$ cat src/rtl/univ_shift_reg_if.sv
// univ_shift_reg_if: control, serial and parallel data bundle of the universal shift register
interface univ_shift_reg_if #(parameter int WIDTH = 8, parameter int CNT_W = 4);
  logic             en_i;
  logic [2:0]       mode_i;
  logic             start_i;
  logic [CNT_W-1:0] shift_cnt_i;
  logic             abort_i;
  logic             ser_in_l_i;
  logic             ser_in_r_i;
  logic [WIDTH-1:0] parallel_in_i;
  logic [WIDTH-1:0] parallel_out_o;
  logic             ser_out_l_o;
  logic             ser_out_r_o;
  logic             busy_o;
  logic             done_o;
  modport master (
    output en_i, mode_i, start_i, shift_cnt_i, abort_i, ser_in_l_i, ser_in_r_i, parallel_in_i,
    input  parallel_out_o, ser_out_l_o, ser_out_r_o, busy_o, done_o
  );
  modport slave (
    input  en_i, mode_i, start_i, shift_cnt_i, abort_i, ser_in_l_i, ser_in_r_i, parallel_in_i,
    output parallel_out_o, ser_out_l_o, ser_out_r_o, busy_o, done_o
  );
endinterface

$ cat src/rtl/univ_shift_reg.sv
// univ_shift_reg: universal register (load/shift/rotate/ashr/clear) with a counted burst engine
module univ_shift_reg #(
  parameter int WIDTH = 8,
  parameter int CNT_W = 4
) (
  input logic clk,
  input logic reset,
  univ_shift_reg_if.slave bus
);
  typedef enum logic {IDLE, BURST} state_t;
  state_t           state_q;
  logic [WIDTH-1:0] q_q, q_d;
  logic [CNT_W-1:0] cnt_q;
  logic [2:0]       mode_q, op;
  logic             busy_q, done_q, is_shift;
  // the burst replays its latched mode; live mode only matters in IDLE
  assign op = state_q == BURST ? mode_q : bus.mode_i;
  assign is_shift = bus.mode_i inside {[3'd2:3'd6]};
  always_comb begin
    q_d = q_q;
    case (op)
      3'd1: q_d = bus.parallel_in_i;
      3'd2: q_d = {q_q[WIDTH-2:0], bus.ser_in_r_i};
      3'd3: q_d = {bus.ser_in_l_i, q_q[WIDTH-1:1]};
      3'd4: q_d = {q_q[WIDTH-2:0], q_q[WIDTH-1]};
      3'd5: q_d = {q_q[0], q_q[WIDTH-1:1]};
      3'd6: q_d = {q_q[WIDTH-1], q_q[WIDTH-1:1]};
      3'd7: q_d = '0;
      default: q_d = q_q;
    endcase
  end
  always_ff @(posedge clk or posedge reset) begin
    if (reset) begin
      state_q <= IDLE;
      q_q     <= '0;
      cnt_q   <= '0;
      mode_q  <= '0;
      busy_q  <= 1'b0;
      done_q  <= 1'b0;
    end else begin
      done_q <= 1'b0;
      case (state_q)
        IDLE: begin
          if (bus.start_i && is_shift) begin
            if (bus.shift_cnt_i == '0) begin
              done_q <= 1'b1;
            end else begin
              cnt_q   <= bus.shift_cnt_i;
              mode_q  <= bus.mode_i;
              busy_q  <= 1'b1;
              state_q <= BURST;
            end
          end else if (bus.start_i || bus.en_i) begin
            q_q <= q_d;
          end
        end
        default: begin
          if (bus.abort_i) begin
            busy_q  <= 1'b0;
            state_q <= IDLE;
          end else begin
            q_q   <= q_d;
            cnt_q <= cnt_q - CNT_W'(1);
            if (cnt_q == CNT_W'(1)) begin
              busy_q  <= 1'b0;
              done_q  <= 1'b1;
              state_q <= IDLE;
            end
          end
        end
      endcase
    end
  end
  assign bus.parallel_out_o = q_q;
  assign bus.ser_out_l_o    = q_q[WIDTH-1];
  assign bus.ser_out_r_o    = q_q[0];
  assign bus.busy_o         = busy_q;
  assign bus.done_o         = done_q;
endmodule

$ cat src/flat_wrapper.sv
// flat-port wrapper written by rule: the top's interface ports become plain ports
module univ_shift_reg_flat 
#(
  parameter int WIDTH = 8,
  parameter int CNT_W = 4
)
  (clk, reset, bus_en_i, bus_mode_i, bus_start_i, bus_shift_cnt_i, bus_abort_i, bus_ser_in_l_i, bus_ser_in_r_i, bus_parallel_in_i, bus_parallel_out_o, bus_ser_out_l_o, bus_ser_out_r_o, bus_busy_o, bus_done_o);
  univ_shift_reg_if #(.WIDTH(WIDTH), .CNT_W(CNT_W)) bus_i ();
  input logic clk;
  input logic reset;
  input wire logic [$bits(bus_i.en_i)-1:0] bus_en_i;
  input wire logic [$bits(bus_i.mode_i)-1:0] bus_mode_i;
  input wire logic [$bits(bus_i.start_i)-1:0] bus_start_i;
  input wire logic [$bits(bus_i.shift_cnt_i)-1:0] bus_shift_cnt_i;
  input wire logic [$bits(bus_i.abort_i)-1:0] bus_abort_i;
  input wire logic [$bits(bus_i.ser_in_l_i)-1:0] bus_ser_in_l_i;
  input wire logic [$bits(bus_i.ser_in_r_i)-1:0] bus_ser_in_r_i;
  input wire logic [$bits(bus_i.parallel_in_i)-1:0] bus_parallel_in_i;
  output wire logic [$bits(bus_i.parallel_out_o)-1:0] bus_parallel_out_o;
  output wire logic [$bits(bus_i.ser_out_l_o)-1:0] bus_ser_out_l_o;
  output wire logic [$bits(bus_i.ser_out_r_o)-1:0] bus_ser_out_r_o;
  output wire logic [$bits(bus_i.busy_o)-1:0] bus_busy_o;
  output wire logic [$bits(bus_i.done_o)-1:0] bus_done_o;
  assign bus_i.en_i = bus_en_i;
  assign bus_i.mode_i = bus_mode_i;
  assign bus_i.start_i = bus_start_i;
  assign bus_i.shift_cnt_i = bus_shift_cnt_i;
  assign bus_i.abort_i = bus_abort_i;
  assign bus_i.ser_in_l_i = bus_ser_in_l_i;
  assign bus_i.ser_in_r_i = bus_ser_in_r_i;
  assign bus_i.parallel_in_i = bus_parallel_in_i;
  assign bus_parallel_out_o = bus_i.parallel_out_o;
  assign bus_ser_out_l_o = bus_i.ser_out_l_o;
  assign bus_ser_out_r_o = bus_i.ser_out_r_o;
  assign bus_busy_o = bus_i.busy_o;
  assign bus_done_o = bus_i.done_o;
  univ_shift_reg #(.WIDTH(WIDTH), .CNT_W(CNT_W)) u_core (.clk(clk), .reset(reset), .bus(bus_i));
endmodule
$ cat config.mk
export PLATFORM = sky130hd
export DESIGN_NAME = univ_shift_reg_flat
export DESIGN_NICKNAME = d
export VERILOG_FILES = /design/src/rtl/univ_shift_reg_if.sv /design/src/rtl/univ_shift_reg.sv /design/src/flat_wrapper.sv
export SDC_FILE = /design/constraint.sdc
export NUM_CORES = 1
export LEC_CHECK = 0
export CAP_MARGIN = 20
export CORE_ASPECT_RATIO = 0.7
export CORE_MARGIN = 3
export CORE_UTILIZATION = 45
export CTS_BUF_LIST = sky130_fd_sc_hd__clkbuf_8 sky130_fd_sc_hd__clkbuf_16
export DETAILED_ROUTE_END_ITERATION = 8
export HOLD_SLACK_MARGIN = 0.12
export PLACE_DENSITY = 0.81
export SLEW_MARGIN = 20
export SYNTH_ARGS = -nofsm -noshare
export SYNTH_HDL_FRONTEND = slang
export SYNTH_SLANG_ARGS = --single-unit
$ cat constraint.sdc
create_clock -name clk -period 1.65 [get_ports clk]
set_input_delay 0.165 -clock clk [delete_from_list [all_inputs] [get_ports clk]]
set_output_delay 0.165 -clock clk [all_outputs]
set_load 0.05 [all_outputs]
==> flow_summary.toml, run 1 <==
[place]
detailed_place_hpwl_um = 3140
gp_routability_congestion = 0.906
numPlacedInstances = 236
io_buffers = 33
dpl_worst_slack_ps = -360

[timing]
clock-skew-final_ps = 5.76
max_clock_freq_mhz = 542
setup_slack_ps = -196
fin_worst_hold_slack_ps = 213
worst_slew_pin_tran_ps = 494
final-max-slew-violation-count = 0
setup_viol = 9
timing_hold_violations_final = 0
min_period_ps = 1850
timing.final.crit_share = 1.12
grt_setup_unrepaired = "yes"
max_slew_margin = 0.670

[clock_network]
clk_root_buffer_cell = "sky130_fd_sc_hd__clkbuf_8"
cts-buffers-inserted = 3
cts.path.max_buffers = 2
clk-insertion-delay-late_ps = 260
ctsHtreeMaxLevel = 1
clock_tree_from_tritoncts = "built"
tritoncts_sink_count = 18
clk_transition_reported_paths_ps = 80

[power_and_ir_drop]
max-vdd-ir-drop_mv = 1.24
p_leak_nw = 0.981
p_per_area_nw_per_um2 = 1580

[yosys]
yosys-mux-area-fraction = 0.125
syn-cell-area_um2 = 1420
share_of_async_settable_or_async_resettable_flops_after_synthesis = 1.00
yosysWarningCount = 0
netlist_top_cells_area = "sky130_fd_sc_hd__dfrtp_1 32%, sky130_fd_sc_hd__mux2_2 8.7%, sky130_fd_sc_hd__a21oi_1 5.3%, sky130_fd_sc_hd__a222oi_1 4.2%, sky130_fd_sc_hd__buf_2 2.5%"
synth_enable_flop_cells = 0
synth.ff_latch_count = 18
yosys.area_share.xor_xnor = 0.0123
ys_dominant_reg_cell = "sky130_fd_sc_hd__dfrtp_1"
postSynthCellCount = 148
seq_area_frac_synth = 0.317
synth_simple_gate_area_share = 0.174
synthAdderAreaFrac = 0.0317
synth.lib_cells_used.distinct = 49
share_of_the_synthesized_area_in_the_top_cell_type = 0.317
mappedNetlistNets = 172
synth.avg_cell_area_um2 = 9.61
synth.largest_area_cell = "sky130_fd_sc_hd__dfrtp_1"
synth-compound-area-share = 0.268
synth_top_family_by_area = "compound AO/OA/AOI/OAI gates"

[grt]
grt-ovfl-total = 0
groute.usage.overall = 0.252
largest_net_degree_at_the_start_of_global_routing = 19
first_pass_grt_wire_length_um = 7480
grt_pass1_vias = 1476
antenna_violations_before_repair = 0

[run_status]
failed_checks = "setup timing"
status = "finished with violations"

[route]
detail_route.first_pass.iterations = 6
wirelength_um = 5370
wire_per_inst_um = 21.7
drt-initial-drc-count = 317
drc = 0
ant_nets = 0
detailroute.via_count = 1636
avgViaCountPerCell = 6.62

[setup_path]
cp_cell_sequence = "mux2i_4, buf_12, mux2_4, a222oi_1, a21oi_1"
endpoint_kind = "flop"
critical-path-max-stage-delay_ps = 460
crit_path_max_fanout = 9
arrival_ps = 1970
cp.required_ps = 1780
worst_path_max_delay_cell = "sky130_fd_sc_hd__dfrtp_2"
critPathLaunchType = "flop"
critPathKind = "flop to flop"

[final_layout]
diodes = 0
num-nets-final = 236
syn_to_final_growth_pct = 57.7
finalNonFillerCells = 247
drive_above_1_share = 0.427
num-fill-cells = 163
finalCoreUtilization = 0.773

[floorplanning]
fp.dieW_um = 73.2
io_pins = 34
fp.dieArea_um2 = 3880
placement_row_count = 16
fp.dieH_um = 53.0
core_um2 = 2900
floorplan.initialDensity = 0.490

[flow_run]
max_cap_viol_count = 0

[min_path]
type_of_the_tightest_min_delay_check = "primary input to asynchronous set/reset pin"
-- where the power goes --
| group | internal, mW | total [mW] | switching (mW) |
|---|---|---|---|
| registers | 0.627 | 0.908 | 0.281 |
| logic | 1.01 | 2.26 | 1.25 |
| clock network | 0.213 | 0.375 | 0.162 |
| total | 1.84 | 3.54 | 1.69 |
-- flip-flops by register name (all words and copies together) (netlist names) --
signal                     flops
u_core.bus.busy_o              1
u_core.bus.done_o              1
u_core.bus.parallel_out_o      8
u_core.cnt_q                   4
u_core.mode_q                  3
u_core.state_q                 1
-- critical path: cells and delay by family, from the launching register on --
kind	cells	cell delay [ps]
AO/OA/AOI/OAI	2	490
flip-flops	1	460
multiplexers	2	590
buffers and inverters	1	170
-- cell families after synthesis --
logic type                 after synthesis
and+or+nand+nor                         42
adders and majority gates                4
muxes                                   15
xor gates and xnor gates                 2
AOI/OAI and AO/OA                       48
DFF                                     18
buffers and inverters                   19
-- layer usage --
metal | GRT usage | part of all wire | vias up
met3 | 0.0626 | 0.092 | 18
met1 | 0.349 | 0.41 | 811
met4 | 0.0276 | 0.017 | 0
met5 | 0 | 0 | -
li1 | - | - | 690
met2 | 0.407 | 0.48 | 117
-- final timing paths --
kind | startpoint | to | slack [ps] | cells after the start
min reg2reg | u_core.bus.busy_o$_DFFE_PP0P_ | u_core.bus.busy_o$_DFFE_PP0P_ | 480 | 1
max reg2reg | u_core.state_q$_DFF_PP0_ | u_core.bus.parallel_out_o[4]$_DFFE_PP0P_ | -200 | 5
min in group clk | bus_shift_cnt_i[0] | u_core.bus.done_o$_DFF_PP0_ | 350 | 3
max | u_core.state_q$_DFF_PP0_ | u_core.bus.parallel_out_o[4]$_DFFE_PP0P_ | -200 | 5
min | reset | u_core.bus.busy_o$_DFFE_PP0P_ | 210 | 3
max in group asynchronous | reset | u_core.state_q$_DFF_PP0_ | 1220 | 3
-- Yosys cell counts (3+ instances only) --
library cell and count:
sky130_fd_sc_hd__inv_1 6, sky130_fd_sc_hd__a21oi_1 15, sky130_fd_sc_hd__nand2_1 5, sky130_fd_sc_hd__mux2_2 11
sky130_fd_sc_hd__o22a_1 3, sky130_fd_sc_hd__nand2b_1 3, sky130_fd_sc_hd__nor2_1 9, sky130_fd_sc_hd__nand3_1 4
sky130_fd_sc_hd__buf_4 4, sky130_fd_sc_hd__nor3_1 4, sky130_fd_sc_hd__a222oi_1 6, sky130_fd_sc_hd__o21ai_0 3
sky130_fd_sc_hd__nor2b_1 4, sky130_fd_sc_hd__buf_2 7, sky130_fd_sc_hd__dfrtp_1 18
-- cells in the final DEF, fill, tap and decap left out, types with 3 or more instances in the layout --
cell,n
sky130_fd_sc_hd__dfrtp_1,17
sky130_fd_sc_hd__mux2_2,3
sky130_fd_sc_hd__nor3_1,3
sky130_fd_sc_hd__buf_6,6
sky130_fd_sc_hd__o22a_1,3
sky130_fd_sc_hd__a21oi_1,14
sky130_fd_sc_hd__clkdlybuf4s50_1,17
sky130_fd_sc_hd__clkbuf_8,4
sky130_fd_sc_hd__nor2_1,9
sky130_fd_sc_hd__mux2_4,8
sky130_fd_sc_hd__buf_4,41
sky130_fd_sc_hd__a222oi_1,6
sky130_fd_sc_hd__nand3_1,3
sky130_fd_sc_hd__nand2b_1,3
sky130_fd_sc_hd__nand2_1,5
sky130_fd_sc_hd__inv_1,6
sky130_fd_sc_hd__dlymetal6s2s_1,3
-- per-stage QoR --
step	cell area, um^2	power (mW)	setup TNS [ps]
floorplan	1420	2.16	-105
global placement	1940	2.67	-3920
detailed placement	1940	2.74	-4570
CTS	2120	3.29	-170
global route	2240	3.69	-1400
finish	2240	3.54	-975
-- timing repair --
item	in CTS	in global routing
pin swaps	7	11
buffers inserted	5	2
resized for setup	20	26
endpoints found under the setup margin	13	14
hold buffers	0	0
cloned	0	0
-- final cells by class --
type | count | area (um^2) | area share
multi-input cells | 111 | 1010 | 0.452
repair buffers | 72 | 656 | 0.292
flip-flops and latches | 18 | 452 | 0.201
clock buffers | 4 | 55.1 | 0.0245
well taps | 36 | 45.0 | 0.0201
inverters | 6 | 22.5 | 0.0100
Note: power is estimated with default switching activity, not from simulation.
==> run 2, diff against run 1 <==
ABC_AREA = 1   (was default)
CORE_UTILIZATION = 43   (was 45)
PLACE_DENSITY = 0.8   (was 0.81)
==> flow_summary.toml, run 2 <==
[yosys]
mappedNetlistNets = 213
synth_top_cells_by_count = "74 x sky130_fd_sc_hd__nand2_1, 25 x sky130_fd_sc_hd__nor2_1, 18 x sky130_fd_sc_hd__dfrtp_1"
postSynthCellCount = 189
share_of_the_synthesized_area_in_the_top_cell_type = 0.356
yosysWarningCount = 0
seq_area_frac_synth = 0.356
netlist_top_cells_area = "sky130_fd_sc_hd__dfrtp_1 36%, sky130_fd_sc_hd__nand2_1 22%, sky130_fd_sc_hd__nor2_1 7.4%, sky130_fd_sc_hd__nand3_1 5.5%, sky130_fd_sc_hd__o21ai_0 4.3%"
share_of_async_settable_or_async_resettable_flops_after_synthesis = 1.00
synth.avg_cell_area_um2 = 6.70
cell_with_the_most_instances_after_synthesis = "sky130_fd_sc_hd__nand2_1"
synth.ff_latch_count = 18
synth.lib_cells_used.distinct = 22
synth_enable_flop_cells = 0
syn-cell-area_um2 = 1270
synth.largest_area_cell = "sky130_fd_sc_hd__dfrtp_1"
ys_dominant_reg_cell = "sky130_fd_sc_hd__dfrtp_1"

[setup_path]
crit_path_max_fanout = 7
endpoint_kind = "flop"
critPathLaunchType = "flop"
arrival_ps = 1630
critPathKind = "flop to flop"
cp.required_ps = 1790

[floorplanning]
fp.dieW_um = 70.9
io_pins = 34
fp.dieH_um = 51.4
fp.dieArea_um2 = 3640
core_um2 = 2630
floorplan.initialDensity = 0.482
placement_row_count = 15

[clock_network]
clk_root_buffer_cell = "sky130_fd_sc_hd__clkbuf_8"
cts-buffers-inserted = 3
clk_transition_reported_paths_ps = 70
clock_tree_from_tritoncts = "built"
clk-insertion-delay-late_ps = 250
cts.path.max_buffers = 2
cts_hold_buf = 0
ctsHtreeMaxLevel = 1
tritoncts_sink_count = 18

[grt]
largest_net_degree_at_the_start_of_global_routing = 19
use_met2 = 0.254
gr-usage-met3 = 0.0491
grt-ovfl-total = 0
m1_gr_usage = 0.263
grt_pass1_vias = 1077
antenna_violations_before_repair = 0
groute.usage.overall = 0.179
first_pass_grt_wire_length_um = 5030
grt_busiest_layer = "met1"

[min_path]
type_of_the_tightest_min_delay_check = "primary input to asynchronous set/reset pin"

[final_layout]
finalCoreUtilization = 0.634
final_cell_mix = "72 x sky130_fd_sc_hd__nand2_1, 25 x sky130_fd_sc_hd__nor2_1, 21 x sky130_fd_sc_hd__clkdlybuf4s50_1"
syn_to_final_growth_pct = 31.5
num-fill-cells = 250
diodes = 0
drive_above_1_share = 0.173
num-nets-final = 251
layout.cell_area.non_filler_um2 = 1670
final_common_cell = "sky130_fd_sc_hd__nand2_1"
max_reg_flops = 8

[route]
drc = 0
drt-initial-drc-count = 104
wirelength_um = 3100
wire_per_inst_um = 11.9
avgViaCountPerCell = 4.83
ant_nets = 0
detail_route.first_pass.iterations = 4
detailroute.via_count = 1256

[power_and_ir_drop]
netSwitchingFraction = 0.504
cellInternalPower_mw = 1.34
p_leak_nw = 0.870
total_power_mw = 2.69
power_frac_comb = 0.576
p_per_area_nw_per_um2 = 1620
p_clk_frac = 0.133
max-vdd-ir-drop_mv = 0.769
pwr-share-seq = 0.292
net-switching-power_mw = 1.36

[place]
dpl_worst_slack_ps = 31.2
detailed_place_hpwl_um = 2380
dpl-instance-area_um2 = 1590
gp_routability_congestion = 0.831
io_buffers = 33

[timing]
max_slew_margin = 0.831
min_period_ps = 1490
clock-skew-final_ps = 4.90
totalNegativeSetupSlack_ps = 0
timing_hold_violations_final = 0
timing.final.crit_share = 0.900
final-max-slew-violation-count = 0
worst_slew_pin_tran_ps = 251
setup_slack_ps = 164
max_clock_freq_mhz = 673
setup_viol = 0

[flow_run]
max_cap_viol_count = 0

[run_status]
status = "complete, no violations"
-- run 2: cell types whose count changed in the layout (fill, tap and decap cells not counted), sizes merged, moves of 6 or more --
cell	change
mux2	-12
nand2	+76
a21oi	-7
a222oi	-6
o21ai	+7
nand3	+12
nor2	+18
buf	-33
inv	+9
-- run 2: logic make-up (layout without fill, tap and decap cells) --
group                      after synthesis  in the layout  synth area share
DFF                                     18             18             0.356
xor gates and xnor gates                 1              1           0.00692
and+or+nand+nor                        127            127             0.451
AOI/OAI and AO/OA                       21             21            0.0840
buffers and inverters                   20             57            0.0830
adders and majority gates                2              2            0.0198
-- run 2: worst max-delay path, stage by stage (launching register included) --
cell	delay, ps
sky130_fd_sc_hd__dfrtp_1	420
sky130_fd_sc_hd__buf_4	180
sky130_fd_sc_hd__nand2_1	90
sky130_fd_sc_hd__nand2_2	130
sky130_fd_sc_hd__nand3_1	120
sky130_fd_sc_hd__nand2_2	110
sky130_fd_sc_hd__a21oi_1	160
sky130_fd_sc_hd__nand2_1	70
sky130_fd_sc_hd__nand2_1	60
sky130_fd_sc_hd__nand2_1	40
-- run 2: routing by layer --
metal	up-vias	routed length (um)
li1	669	-
met1	557	1540
met2	28	1370
met3	2	174
met4	0	14
met5	-	0
-- run 2: cell type report --
class | count | area, um^2 | area share
flip-flops and latches | 18 | 450 | 0.270
multi-input cells | 151 | 721 | 0.433
inverters | 15 | 58.8 | 0.0353
clock buffers | 4 | 55.1 | 0.0331
repair buffers | 38 | 338 | 0.203
well taps | 34 | 42.5 | 0.0255
-- run 2: power groups by stage --
stage | sequential, mW | combinational, mW | clock (mW)
finish | 0.785 | 1.55 | 0.357
global route | 0.809 | 1.70 | 0.394
CTS | 0.778 | 1.52 | 0.369
detailed placement | 0.784 | 1.52 | 0
global placement | 0.784 | 1.50 | 0
floorplan | 1.07 | 0.850 | 0
-- run 2: through the flow --
step           hold slack [ps]  instances
2_1_floorplan              104        189
3_3_place_gp               483        255
3_5_place_dp               480        255
4_1_cts                    234        259
5_1_grt                    266        260
6_report                   226        260
-- run 2: worst paths after layout --
check / start / to / slack [ps] / depth (start not counted)
worst max-delay path: u_core.state_q$_DFF_PP0_ / u_core.bus.parallel_out_o[6]$_DFFE_PP0P_ / 160 / 9
min in group clk: u_core.bus.busy_o$_DFFE_PP0P_ / u_core.bus.busy_o$_DFFE_PP0P_ / 510 / 2
worst max register to register: u_core.state_q$_DFF_PP0_ / u_core.bus.parallel_out_o[6]$_DFFE_PP0P_ / 160 / 9
worst min register to register: u_core.bus.busy_o$_DFFE_PP0P_ / u_core.bus.busy_o$_DFFE_PP0P_ / 510 / 2
max in group asynchronous: reset / u_core.cnt_q[0]$_DFFE_PP0P_ / 1230 / 3
worst min-delay path: reset / u_core.cnt_q[2]$_DFFE_PP0P_ / 230 / 3
-- run 2: what timing repair did --
action                     4_1_cts  5_1_grt
setup buffers                    0        1
hold endpoints to repair         0        0
gates resized for setup          0        4
setup endpoints to repair        0        7
